`config.mk`:
```
export PLATFORM = sky130hd
export DESIGN_NAME = jtag_chain_mux
export DESIGN_NICKNAME = d
export VERILOG_FILES = /design/src/rtl/jtag_pkg.sv /design/src/rtl/jtag_tap_shadow.sv /design/src/rtl/jtag_chain_mux.sv
export SDC_FILE = /design/constraint.sdc
export NUM_CORES = 1
export LEC_CHECK = 0
export CAP_MARGIN = 20
export CORE_MARGIN = 2
export CORE_UTILIZATION = 45
export CTS_CLUSTER_DIAMETER = 60
export CTS_CLUSTER_SIZE = 20
export DETAILED_ROUTE_END_ITERATION = 10
export GPL_ROUTABILITY_DRIVEN = 0
export PLACE_DENSITY = 0.77
export SETUP_SLACK_MARGIN = 0.15
export SLEW_MARGIN = 10
export SYNTH_ARGS = -nofsm -noshare
export SYNTH_HDL_FRONTEND = slang
export SYNTH_HIERARCHICAL = 1
export SYNTH_SLANG_ARGS = --single-unit
```
`constraint.sdc`:
```
create_clock -name clk -period 2.2 [get_ports clk]
set_input_delay 0.22 -clock clk [delete_from_list [all_inputs] [get_ports clk]]
set_output_delay 0.22 -clock clk [all_outputs]
set_load 0.02 [all_outputs]
```
`src/rtl/jtag_pkg.sv`:
```
`default_nettype none
// +--------------------------------------------------------------------+
// | jtag_pkg                                                           |
// | IEEE 1149.1 TAP state encoding and next-state function.            |
// | Rev 1.0                                                            |
// +--------------------------------------------------------------------+
package jtag_pkg;

    typedef enum logic [3:0] {
        TLR    = 4'd0,
        RTI    = 4'd1,
        SEL_DR = 4'd2,
        CAP_DR = 4'd3,
        SH_DR  = 4'd4,
        EX1_DR = 4'd5,
        PA_DR  = 4'd6,
        EX2_DR = 4'd7,
        UPD_DR = 4'd8,
        SEL_IR = 4'd9,
        CAP_IR = 4'd10,
        SH_IR  = 4'd11,
        EX1_IR = 4'd12,
        PA_IR  = 4'd13,
        EX2_IR = 4'd14,
        UPD_IR = 4'd15
    } tap_state_t;

    function automatic tap_state_t tap_next(input tap_state_t state, input logic tms);
        tap_state_t nxt;
        nxt = TLR;
        case (state)
            TLR:     nxt = tms ? TLR    : RTI;
            RTI:     nxt = tms ? SEL_DR : RTI;
            SEL_DR:  nxt = tms ? SEL_IR : CAP_DR;
            CAP_DR:  nxt = tms ? EX1_DR : SH_DR;
            SH_DR:   nxt = tms ? EX1_DR : SH_DR;
            EX1_DR:  nxt = tms ? UPD_DR : PA_DR;
            PA_DR:   nxt = tms ? EX2_DR : PA_DR;
            EX2_DR:  nxt = tms ? UPD_DR : SH_DR;
            UPD_DR:  nxt = tms ? SEL_DR : RTI;
            SEL_IR:  nxt = tms ? TLR    : CAP_IR;
            CAP_IR:  nxt = tms ? EX1_IR : SH_IR;
            SH_IR:   nxt = tms ? EX1_IR : SH_IR;
            EX1_IR:  nxt = tms ? UPD_IR : PA_IR;
            PA_IR:   nxt = tms ? EX2_IR : PA_IR;
            EX2_IR:  nxt = tms ? UPD_IR : SH_IR;
            UPD_IR:  nxt = tms ? SEL_DR : RTI;
            default: nxt = TLR;
        endcase
        return nxt;
    endfunction

endpackage
`default_nettype wire

```
`src/rtl/jtag_tap_shadow.sv`:
```
`default_nettype none
// +--------------------------------------------------------------------+
// | jtag_tap_shadow                                                    |
// | Tracks the master's TAP state in the CLK domain; flags quiet bus.  |
// | Rev 1.0                                                            |
// +--------------------------------------------------------------------+
module jtag_tap_shadow
    import jtag_pkg::*;
#(
    parameter int IDLE_CYCLES = 16
) (
    input  logic       clk,
    input  logic       rst,
    input  logic       v_tck,
    input  logic       v_tms,
    output tap_state_t tap_state,
    output logic       safe
);

    localparam int QW = $clog2(IDLE_CYCLES + 1);

    logic             r_tck_s1;
    logic             r_tck_s2;
    logic             r_tck_s3;
    logic             r_tms_s1;
    logic             r_tms_s2;
    logic [QW-1:0]    r_quiet;
    tap_state_t       r_state;
    logic             w_rise;

    always_ff @(posedge clk or posedge rst) begin
        if (rst) begin
            r_tck_s1 <= 1'b0;
            r_tck_s2 <= 1'b0;
            r_tck_s3 <= 1'b0;
            r_tms_s1 <= 1'b0;
            r_tms_s2 <= 1'b0;
        end else begin
            r_tck_s1 <= v_tck;
            r_tck_s2 <= r_tck_s1;
            r_tck_s3 <= r_tck_s2;
            r_tms_s1 <= v_tms;
            r_tms_s2 <= r_tms_s1;
        end
    end

    // TMS shares the TCK sync depth, so s2 of TMS is aligned with the edge
    assign w_rise = r_tck_s2 & ~r_tck_s3;

    always_ff @(posedge clk or posedge rst) begin
        if (rst) begin
            r_state <= TLR;
        end else if (w_rise) begin
            r_state <= tap_next(r_state, r_tms_s2);
        end
    end

    always_ff @(posedge clk or posedge rst) begin
        if (rst) begin
            r_quiet <= '0;
        end else if (r_tck_s2) begin
            r_quiet <= '0;
        end else if (r_quiet != QW'(IDLE_CYCLES)) begin
            r_quiet <= r_quiet + QW'(1);
        end
    end

    assign tap_state = r_state;
    assign safe      = (r_quiet == QW'(IDLE_CYCLES)) && ((r_state == TLR) || (r_state == RTI));

endmodule
`default_nettype wire

```
`src/rtl/jtag_chain_mux.sv`:
```
`default_nettype none
// +--------------------------------------------------------------------+
// | jtag_chain_mux                                                     |
// | N-channel JTAG daisy-chain router with safe-point mask switching.  |
// | Rev 1.0                                                            |
// +--------------------------------------------------------------------+
module jtag_chain_mux
    import jtag_pkg::*;
#(
    parameter int                N_CHAN      = 12,
    parameter logic [N_CHAN-1:0] RESET_MASK  = N_CHAN'(1),
    parameter int                IDLE_CYCLES = 16,
    parameter int                TIMEOUT     = 65535
) (
    input  logic              clk,
    input  logic              rst,
    input  logic              sel_req,
    input  logic [N_CHAN-1:0] sel_mask,
    output logic              sel_busy,
    output logic              sel_ack,
    output logic              sel_err,
    output logic [N_CHAN-1:0] active_mask,
    output logic [3:0]        tap_state,
    input  logic              v_tdi,
    input  logic              v_tms,
    input  logic              v_tck,
    output logic              v_tdo,
    output logic [N_CHAN-1:0] tdi,
    output logic [N_CHAN-1:0] tck,
    output logic              tms,
    input  logic [N_CHAN-1:0] tdo
);

    localparam int          TW      = $clog2(TIMEOUT + 1);
    localparam logic [0:0]  ST_IDLE = 1'b0;
    localparam logic [0:0]  ST_PEND = 1'b1;

    logic [0:0]        r_state;
    logic [0:0]        w_state_nxt;
    logic [N_CHAN-1:0] r_pend;
    logic [N_CHAN-1:0] r_active;
    logic [TW-1:0]     r_timer;
    logic              r_ack;
    logic              r_err;
    logic              w_safe;
    logic              w_load;
    logic              w_apply;
    logic              w_expire;
    tap_state_t        w_tap_state;

    jtag_tap_shadow #(
        .IDLE_CYCLES (IDLE_CYCLES)
    ) u_shadow (
        .clk       (clk),
        .rst       (rst),
        .v_tck     (v_tck),
        .v_tms     (v_tms),
        .tap_state (w_tap_state),
        .safe      (w_safe)
    );

    always_ff @(posedge clk or posedge rst) begin
        if (rst) begin
            r_state <= ST_IDLE;
        end else begin
            r_state <= w_state_nxt;
        end
    end

    // A fresh request takes precedence so the newest mask is never dropped
    always_comb begin
        w_state_nxt = r_state;
        case (r_state)
            ST_IDLE: if (sel_req) w_state_nxt = ST_PEND;
            ST_PEND: begin
                if (sel_req)                              w_state_nxt = ST_PEND;
                else if (w_safe)                          w_state_nxt = ST_IDLE;
                else if (r_timer == TW'(TIMEOUT))         w_state_nxt = ST_IDLE;
            end
            default: w_state_nxt = ST_IDLE;
        endcase
    end

    always_comb begin
        w_load   = sel_req;
        w_apply  = (r_state == ST_PEND) && !sel_req && w_safe;
        w_expire = (r_state == ST_PEND) && !sel_req && !w_safe && (r_timer == TW'(TIMEOUT));
    end

    always_ff @(posedge clk or posedge rst) begin
        if (rst) begin
            r_pend   <= '0;
            r_timer  <= '0;
            r_active <= RESET_MASK;
            r_ack    <= 1'b0;
            r_err    <= 1'b0;
        end else begin
            if (w_load) begin
                r_pend  <= sel_mask;
                r_timer <= '0;
            end else if (r_state == ST_PEND) begin
                r_timer <= r_timer + TW'(1);
            end
            if (w_apply) begin
                r_active <= r_pend;
            end
            r_ack <= w_apply;
            r_err <= w_expire;
        end
    end

    assign sel_busy    = (r_state == ST_PEND);
    assign sel_ack     = r_ack;
    assign sel_err     = r_err;
    assign active_mask = r_active;
    assign tap_state   = w_tap_state;
    assign tms         = v_tms;

    // Each stage forwards either its own TDO (active) or the upstream link
    for (genvar i = 0; i < N_CHAN; i++) begin : g_chan
        logic w_in;
        logic w_out;
        if (i == 0) begin : g_first
            assign w_in = v_tdi;
        end else begin : g_next
            assign w_in = g_chan[i-1].w_out;
        end
        assign w_out  = r_active[i] ? tdo[i] : w_in;
        assign tdi[i] = r_active[i] & w_in;
        assign tck[i] = r_active[i] & v_tck;
    end

    assign v_tdo = (|r_active) & g_chan[N_CHAN-1].w_out;

endmodule
`default_nettype wire
```
---- After elaboration in Yosys (flattened, before gate mapping) ----
Cells that the tools add are included.
word-level totals
  flip-flop bits (word level) ............. 57
  bits in latches ......................... 0
  RAM bits ................................ 0
  bits in read-only memories .............. 0
  memories kept ........................... 0
operators by class
  add/subtract/negate cells ............... 2
  multipliers ............................. 0
  div/mod/pow operators ................... 0
  $lt $le $gt $ge ......................... 0
  equal/unequal tests ..................... 18
  shift-type cells ........................ 0
  muxes and demuxes ....................... 34
  bitwise logic cells ..................... 28
  reduce and logical (&&, ||, !) cells .... 15
operator list
  kind                     count
  $pmux W4 S12             1
  $eq A4 B4 Y1 const B     8
  $mux W16                 2
  $and A1 B1 Y1            26
  $mux W1                  19
  $add A16 B1 Y16 const B  1
  $eq A16 B16 Y1 const B   1
  $eq A4 B3 Y1 const B     4
  $mux W4                  4
  $reduce_or A12 Y1        1
  $mux W5                  2
  $eq A4 B2 Y1 const B     2
  $mux W2                  3
  $mux W3                  2
  $add A5 B1 Y5 const B    1
  $eq A5 B5 Y1 const B     1
  $logic_and A1 B1 Y1      5
  $ne A5 B5 Y1 const B     1
  $eq A4 B1 Y1 const B     1
  $logic_not A4 Y1         1
  $reduce_bool A2 Y1       2
  $reduce_or A2 Y1         2
  $reduce_or A3 Y1         1
  $logic_not A1 Y1         2
  3 further kinds          4

---- Depth between registers and ports, before layout ----
Gate-level depths: netlist (run 1).
  depth in word-level cells ............... 13
  gate-level depth with buffers ........... 9

---- Hierarchy ----
Netlist (run 1), hierarchy kept.
by module, submodules not included
  module           times used  cells an instance  area each (um^2)
  jtag_chain_mux   1           224                2169.6
  jtag_tap_shadow  1           79                 760.7

---- Worst setup path after synthesis (run 1) ----
Ideal clock, no wire load.
  kind .................................... register -> output
  from .................................... reg r_active[0], in the netlist active_mask[0]
  to ...................................... out tdi[11]
  data arrival time ....................... 1798 ps
  setup slack ............................. 182 ps
  cell stages (with the launch flop) ...... 6
  cells stage by stage .................... dfstp_2 > mux2_2 > o21ai_1 > nor2_2 > a31o_2 > o311a_1
between the ends
  cells in the longest elaborated chain, start to end .. 12
RTL lines
  element                 line                   source
  from (decl)             jtag_chain_mux.sv:41   logic [N_CHAN-1:0] r_active;
  from (signal assigned)  jtag_chain_mux.sv:105  r_active <= r_pend;
  $mux W1 (11 in series)  jtag_chain_mux.sv:128  assign w_out = r_active[i] ? tdo[i] : w_in;
  $and A1 B1 Y1           jtag_chain_mux.sv:129  assign tdi[i] = r_active[i] & w_in;
  to (decl)               jtag_chain_mux.sv:28   output logic [N_CHAN-1:0] tdi,
Every way passes these cells.

---- Worst setup path after layout (run 1) ----
  from .................................... reg r_active[3], in the netlist active_mask[3]
  to ...................................... out tdi[11]
between the ends
  cells in the longest elaborated chain, start to end .. 9
RTL lines
  element                line
  $mux W1 (8 in series)  jtag_chain_mux.sv:128
  $and A1 B1 Y1          jtag_chain_mux.sv:129
Every way passes these cells.

==> metrics, run 1 <==
Filler cells between 400 and 500; adder-cell share of the synthesized area between 1 and 1.5%; IO Port Bufs 74; initial antenna violation count 0; Setup TNS Final -0.318 ns; die area 7170 µm²; Synth Area in XOR/XNOR between 5 and 6%; die width 84.7 µm; CP Max Fanout 4; Synthesis Warnings 6; first-pass GRT wire length roughly 12000 µm; Worst R2R Setup Slack approximately 0.42 ns; share of cells above drive strength 1 between 20% and 30%; initial drt markers slightly above 70; WS Path Type flip-flop to output port; Layout Utilization 66.1%; DP Cell Count between 400 and 500; CTS tree done; post-synth net total around 340; Initial Util between 40% and 50%; mean post-synth cell area ~9.7 µm²; CTS Root Cell clkbuf_8; first drt pass iteration count 4; Worst setup EP type output port; total I/O pin count 75; R2R depth 9; Chip Height between 80 and 90 µm; Seq/Total Area, Yosys roughly half; critical path launch point active_mask[3]$_DFFE_PP0P_; wire length per cell between 15 and 20 µm; ys flop type dfrtp_1; final std cells w/o fill 486; largest family of logic cells by synthesized area simple AND/OR/NAND/NOR gates; final hold violations 0; worst-path cell chain or4b_4, o31ai_4, nor2_2, a31o_2, o311a_1, buf_2; endpoints failing setup 5; Tot Pwr around 0.0027 W; Startpoint Class flip-flop; CTS sink count 57; GRT Util Overall a little over a fifth; failing checks negative setup slack; CTS buffer count 9; max capacitance violation total 0; R2R Path End active_mask[7]$_DFFE_PP0P_; Synth cell types 55; Via Count roughly 2600; Peak VDD IR 0.000608 V; Hold WC Path Type primary input to asynchronous set/reset pin; post-synthesis compound-gate area fraction 11.1%; Critical-path top delay cell or4b_4; Static Leak about 1.9 nW; DRC 0; Slew headroom between 60% and 70%; DRT antenna net count 0; Post-Synth Simple-Gate Area a little under a quarter; Final Max Slew Viols 0; Via density approximately 5.3; grt total ovfl 0; status finished, violations left; CP Data Required Time about 2 ns; area delta synth->final 42.4%; Core ar. roughly 6300 µm²; Setup WS pre-CTS -0.481 ns; post-synthesis mux area share under 10%; RSZ-0062 raised after global routing yes; clock skew between 0.01 and 0.015 ns; worst skew pair latency roughly 0.32 ns; CP Capture Point tdi[11]; number of synthesized flops with an enable pin 0; minimum clock period approximately 2.3 ns; Mapped Area roughly 2900 µm²; number of global-route vias before repair between 2000 and 3000; Post-Synthesis Cells roughly 300; CP arrival 2.12 ns; clock tree buffer depth 2; Seq cells post-synth between 50 and 60; Antenna Cells 0; Final WS setup -0.137 ns; period utilisation layout 106%; nets between 400 and 500; largest net degree at the start of global routing 44; Worst Tran Pin Value between 0.5 and 0.6 ns; Final HPWL DP 5370 µm; # H-tree levels 3; pwr dens roughly 640 nW/µm²; Critical Path Max Stage Delay 0.52 ns; Reg clk slew, reported paths approximately 0.070 ns; Fmax 0.428 GHz; drt total wl about 7300 µm; Cell Rows 29; r2r startpoint u_shadow/r_quiet[0]$_DFFE_PP0P_; fraction of registers with async set/reset 100%
## cell type report
| type | instances | area, µm² | area share, % |
|---|---|---|---|
| multi-input combinational | 220 | 1450 | 34.8 |
| sequential | 57 | 1430 | 34.2 |
| timing repair buffer | 103 | 962 | 23.1 |
| clock buffer | 11 | 131 | 3.15 |
| tap | 77 | 96.3 | 2.31 |
| clock inverter | 5 | 56.3 | 1.35 |
| inverter | 13 | 48.8 | 1.17 |
## worst min path at each step
stage	from	end	slack, ns	cells after the start
final	rst	u_shadow/r_quiet[4]$_DFFE_PP0P_	0.25	2
after global placement	u_shadow/r_tms_s1$_DFF_PP0_	u_shadow/r_tms_s2$_DFF_PP0_	0.33	0
after floorplan	rst	u_shadow/r_quiet[0]$_DFFE_PP0P_	0.11	1
after global routing	rst	u_shadow/r_quiet[4]$_DFFE_PP0P_	0.30	2
after detailed placement	u_shadow/r_tck_s1$_DFF_PP0_	u_shadow/r_tck_s2$_DFF_PP0_	0.34	0
after CTS	rst	u_shadow/r_quiet[3]$_DFFE_PP0P_	0.26	2
## what timing repair did
item	in CTS	in global routing
pin swaps	4	5
hold buffers	0	0
endpoints found under the setup margin	12	22
gates resized for setup	62	16
setup buffers	1	1
## critical path: cells and delay by family, from the launching register on
family	cells	cell delay, ns
buffers and inverters	1	0.16
AND/OR/NAND/NOR	2	0.59
flip-flops	1	0.42
AO/OA/AOI/OAI	3	0.62
## report_power, final
part	switching, W	internal (W)	total, W	leakage [nW]
clock	0.000392	0.000521	0.000914	0.0933
combinational	0.000253	0.000264	0.000517	1.09
sequential	0.000114	0.00111	0.00123	0.717
## layout by cell type (no fill, tap or decap), drive strengths merged, types with 3 or more instances in the layout
master,count
and2,18
nand2b,7
ha,3
and3,4
clkinv,3
buf,40
xnor2,4
nand3,10
dfrtp,56
nor2,28
clkbuf,12
o21ai,12
inv,13
xor2,13
nand4,4
mux2,14
o211ai,3
mux2i,4
nand2,48
nor3,4
a21oi,9
or3,3
clkdlybuf4s50,62
## routing by layer
metal | global-route usage [%] | wire length [µm]
met1 | 29.5 | 3400
met2 | 33.9 | 3570
met3 | 3.05 | 246
met4 | 7.79 | 119
met5 | 0 | 0
## sequential cells by signal (all words and copies together) (netlist names), 4 cells and up
register / flops
r_timer: 16
active_mask: 12
u_shadow/tap_state: 4
r_pend: 12
u_shadow/r_quiet: 5
## cells by family (layout without fill, tap and decap cells)
kind of cell / after synthesis / in the layout
XOR/XNOR: 17 / 17
buffers and inverters: 26 / 132
adder cells (fa/ha/maj): 3 / 3
AND/OR/NAND/NOR: 136 / 136
flip-flops: 57 / 57
AO/OA/AOI/OAI: 46 / 46
multiplexers: 18 / 18
## synth_stat cells (3+ instances only)
cell type	count	area share, %
dfrtp_1	56	48
nand2_1	48	6.1
nor2_1	27	3.5
and2_1	14	3.0
mux2_2	14	5.4
inv_1	13	1.7
xor2_1	13	3.9
nand3_1	10	1.7
o21ai_0	10	1.7
a21oi_1	9	1.5
nand2b_1	7	1.5
buf_2	5	0.85
and2_2	4	1.0
and3_1	4	0.85
mux2i_1	4	1.4
nand4_1	4	0.85
nor3_1	4	0.68
xnor2_1	4	1.2
clkbuf_1	3	0.38
ha_1	3	1.3
o211ai_1	3	0.77
or3_1	3	0.64
## stage by stage
| step | cell area (µm²) | hold WS [ns] |
|---|---|---|
| 3_5_place_dp | 3910 | 0.339 |
| 5_1_grt | 4170 | 0.305 |
| 6_report | 4170 | 0.254 |
| 4_1_cts | 4120 | 0.259 |
| 3_3_place_gp | 3910 | 0.335 |
| 2_1_floorplan | 2930 | 0.109 |
Power figures use the tool's default switching activity.
==> run 2: changes to the inputs <==
--- a/config.mk
+++ b/config.mk
@@ -14,7 +14,7 @@
 export GPL_ROUTABILITY_DRIVEN = 0
 export PLACE_DENSITY = 0.77
 export SETUP_SLACK_MARGIN = 0.15
-export SLEW_MARGIN = 10
+export SLEW_MARGIN = 20
 export SYNTH_ARGS = -nofsm -noshare
 export SYNTH_HDL_FRONTEND = slang
 export SYNTH_HIERARCHICAL = 1
==> results of run 2 <==
Final layout, timing and power as in run 1 (identical DEF).
==> run 3: changes to the inputs <==
==> constraint.sdc (replaced) <==
create_clock -name clk -period 2.6 [get_ports clk]
set_input_delay 0.26 -clock clk [delete_from_list [all_inputs] [get_ports clk]]
set_output_delay 0.26 -clock clk [all_outputs]
set_load 0.02 [all_outputs]
==> run 3 against run 2 <==
The flow now finishes without violations. Via count is 3.4% lower. Clock power increased by 7.7%. Critical path depth unchanged. Non-clock buffer count fell by 18. First-iteration DRC count is 110% higher. Combinational power fell by 24%. Cell area decreased by 4.4%. Clock skew decreased by 0.0037 ns. Global-route usage decreased by 0.41 points. Sequential share of layout area increased by 1.6 points. Setup slack better by 0.34 ns.
==> metrics, run 3 (synthesized netlist as in run 1, its figures left out) <==
commonest non-fill, non-tap cell in the layout clkdlybuf4s50_1 (unchanged); initial drt markers 150 (was 71); share of cells above drive strength 1 15.6% (was 22.2%); # H-tree levels 3 (unchanged); DP Cell Count 451 (was 468); Worst R2R Setup Slack 0.42 ns (about the same); Static Leak 1.82 nW (was 1.90 nW); max capacitance violation total 0 (unchanged); Worst Tran Pin Value 0.559 ns (was 0.542 ns); Final HPWL DP 5110 µm (was 5370 µm); r2r startpoint u_shadow/r_quiet[0]$_DFFE_PP0P_ (unchanged); Final Max Slew Viols 0 (unchanged); Startpoint Class flip-flop (unchanged); GRT Util Overall 20.8% (was 21.2%); Peak VDD IR 0.000368 V (was 0.000608 V); Reg clk slew, reported paths 0.07 ns (about the same); drt total wl 7170 µm (was 7340 µm); Final WS setup 0.201 ns (was -0.137 ns); routed wire length on met3 249 µm (was 246 µm); Fmax approximately 0.42 GHz; nets 419 (was 437); CP Data Required Time 2.34 ns (was 1.98 ns); area delta synth->final 36.1% (was 42.4%); placed inst area 3770 µm² (was 3910 µm²); CTS buffer count 9 (unchanged); grt total ovfl 0 (unchanged); Via Count 2499 (was 2588); initial antenna violation count 0 (unchanged); clock tree buffer depth 2 (unchanged); CTS sink count 57 (unchanged); Setup WS pre-CTS -0.128 ns (was -0.481 ns); Largest Register r_timer (unchanged); Cell Rows 29 (unchanged); wire length per cell 15.3 µm (was 15.1 µm); R2R Path End active_mask[7]$_DFFE_PP0P_ (unchanged); die area 7170 µm² (unchanged); first-pass GRT wire length 11600 µm (was 12100 µm); endpoints failing setup 0 (was 5); Slew headroom 62.4% (was 63.9%); max reg flops 16 (unchanged); final hold violations 0 (unchanged); largest net degree at the start of global routing 44 (unchanged); Chip Height 84.7 µm (unchanged); DRT antenna net count 0 (unchanged); DRC 0 (unchanged); M1 wire length 3250 µm (was 3400 µm); final std cells w/o fill 468 (was 486); Worst setup EP type output port (unchanged); post-route cell area 3990 µm² (was 4170 µm²); minimum clock period approximately 2.4 ns; period utilisation layout roughly 92%; RSZ-0062 raised after global routing yes (unchanged); WS Path Type flip-flop to output port (unchanged); Hold WC Path Type primary input to asynchronous set/reset pin (unchanged); worst skew pair latency 0.34 ns (was 0.32 ns); CTS tree done (unchanged); first drt pass iteration count 7 (was 4); Via density 5.34 (was 5.33); CP Max Fanout 4 (unchanged); commonest cells after routing, fill and taps aside clkdlybuf4s50_1 (63), dfrtp_1 (55), nand2_1 (48), nor2_1 (27) (was clkdlybuf4s50_1 (62), dfrtp_1 (56), nand2_1 (48), nor2_1 (26), buf_4 (26)); Antenna Cells 0 (unchanged); clock skew 0.00846 ns (was 0.0122 ns); Max Used Layer met4 (unchanged); Core ar. 6310 µm² (unchanged); IO Port Bufs 74 (unchanged); CTS Root Cell clkbuf_8 (unchanged); Detail Route met2 WL 3520 µm (was 3570 µm); total I/O pin count 75 (unchanged); number of global-route vias before repair 2430 (was 2544); status finished clean (was finished, violations left); R2R depth 8 (was 9); CP arrival 2.14 ns (was 2.12 ns); Initial Util 46.4% (unchanged); pwr dens 608 nW/µm² (was 637 nW/µm²); die width 84.7 µm (unchanged)
==> run 3: critical path: stages, from the launching register on <==
cell	delay, ns
dfstp_2	0.54
mux2_2	0.36
o21ai_2	0.16
nor2_2	0.05
a31o_2	0.24
o311a_1	0.29
clkbuf_2	0.16
==> run 3: where the power goes <==
group	internal, W	total, W	switching [W]
combinational	0.000205	0.000395	0.000191
clock	0.000637	0.000984	0.000347
sequential	0.000941	0.00105	0.000105
==> run 3: worst max-delay path by stage <==
| stage | startpoint | end | slack (ns) | cells after the start |
|---|---|---|---|---|
| 2_1_floorplan | active_mask[0]$_DFFE_PP1P_ | tdi[11] | 0.54 | 5 |
| 3_3_place_gp | tdo[1] | tdi[11] | -0.12 | 7 |
| 3_5_place_dp | tdo[1] | tdi[11] | -0.13 | 7 |
| 4_1_cts | active_mask[0]$_DFFE_PP1P_ | tdi[11] | 0.004 | 6 |
| 5_1_grt | active_mask[2]$_DFFE_PP0P_ | tdi[11] | 0.10 | 6 |
| 6_report | active_mask[0]$_DFFE_PP1P_ | tdi[11] | 0.20 | 6 |
==> run 3: timing repair <==
action	4_1_cts	5_1_grt
gates resized for setup	20	11
endpoints found under the setup margin	10	9
hold buffers	0	0
pin swaps	0	2
buffers inserted	1	0
==> run 3: stage by stage <==
step / setup TNS (ns) / utilization, % / total power, W / hold slack (ns)
after floorplan: 0 / - / 0.00131 / 0.149
after global placement: -0.200 / 59.8 / 0.00144 / 0.334
after detailed placement: -0.265 / 59.8 / 0.00146 / 0.339
after CTS: 0 / 63.5 / 0.00245 / 0.284
after global routing: 0 / 63.2 / 0.00254 / 0.330
final: 0 / 63.2 / 0.00243 / 0.275
==> run 3: cell type report <==
type	instances	area [µm²]
clock buffers	11	131
clock inverters	5	104
fillers	543	2320
inverters	13	48.8
multi-input cells	220	1390
flip-flops and latches	57	1430
well taps	77	96.3
repair buffers	85	787
==> run 3: per-layer routing <==
metal / up-vias / GRT usage (%)
met4: 0 / 9.09
met3: 13 / 4.52
met2: 57 / 33.8
li1: 1207 / -
met5: - / 0
met1: 1222 / 26.8
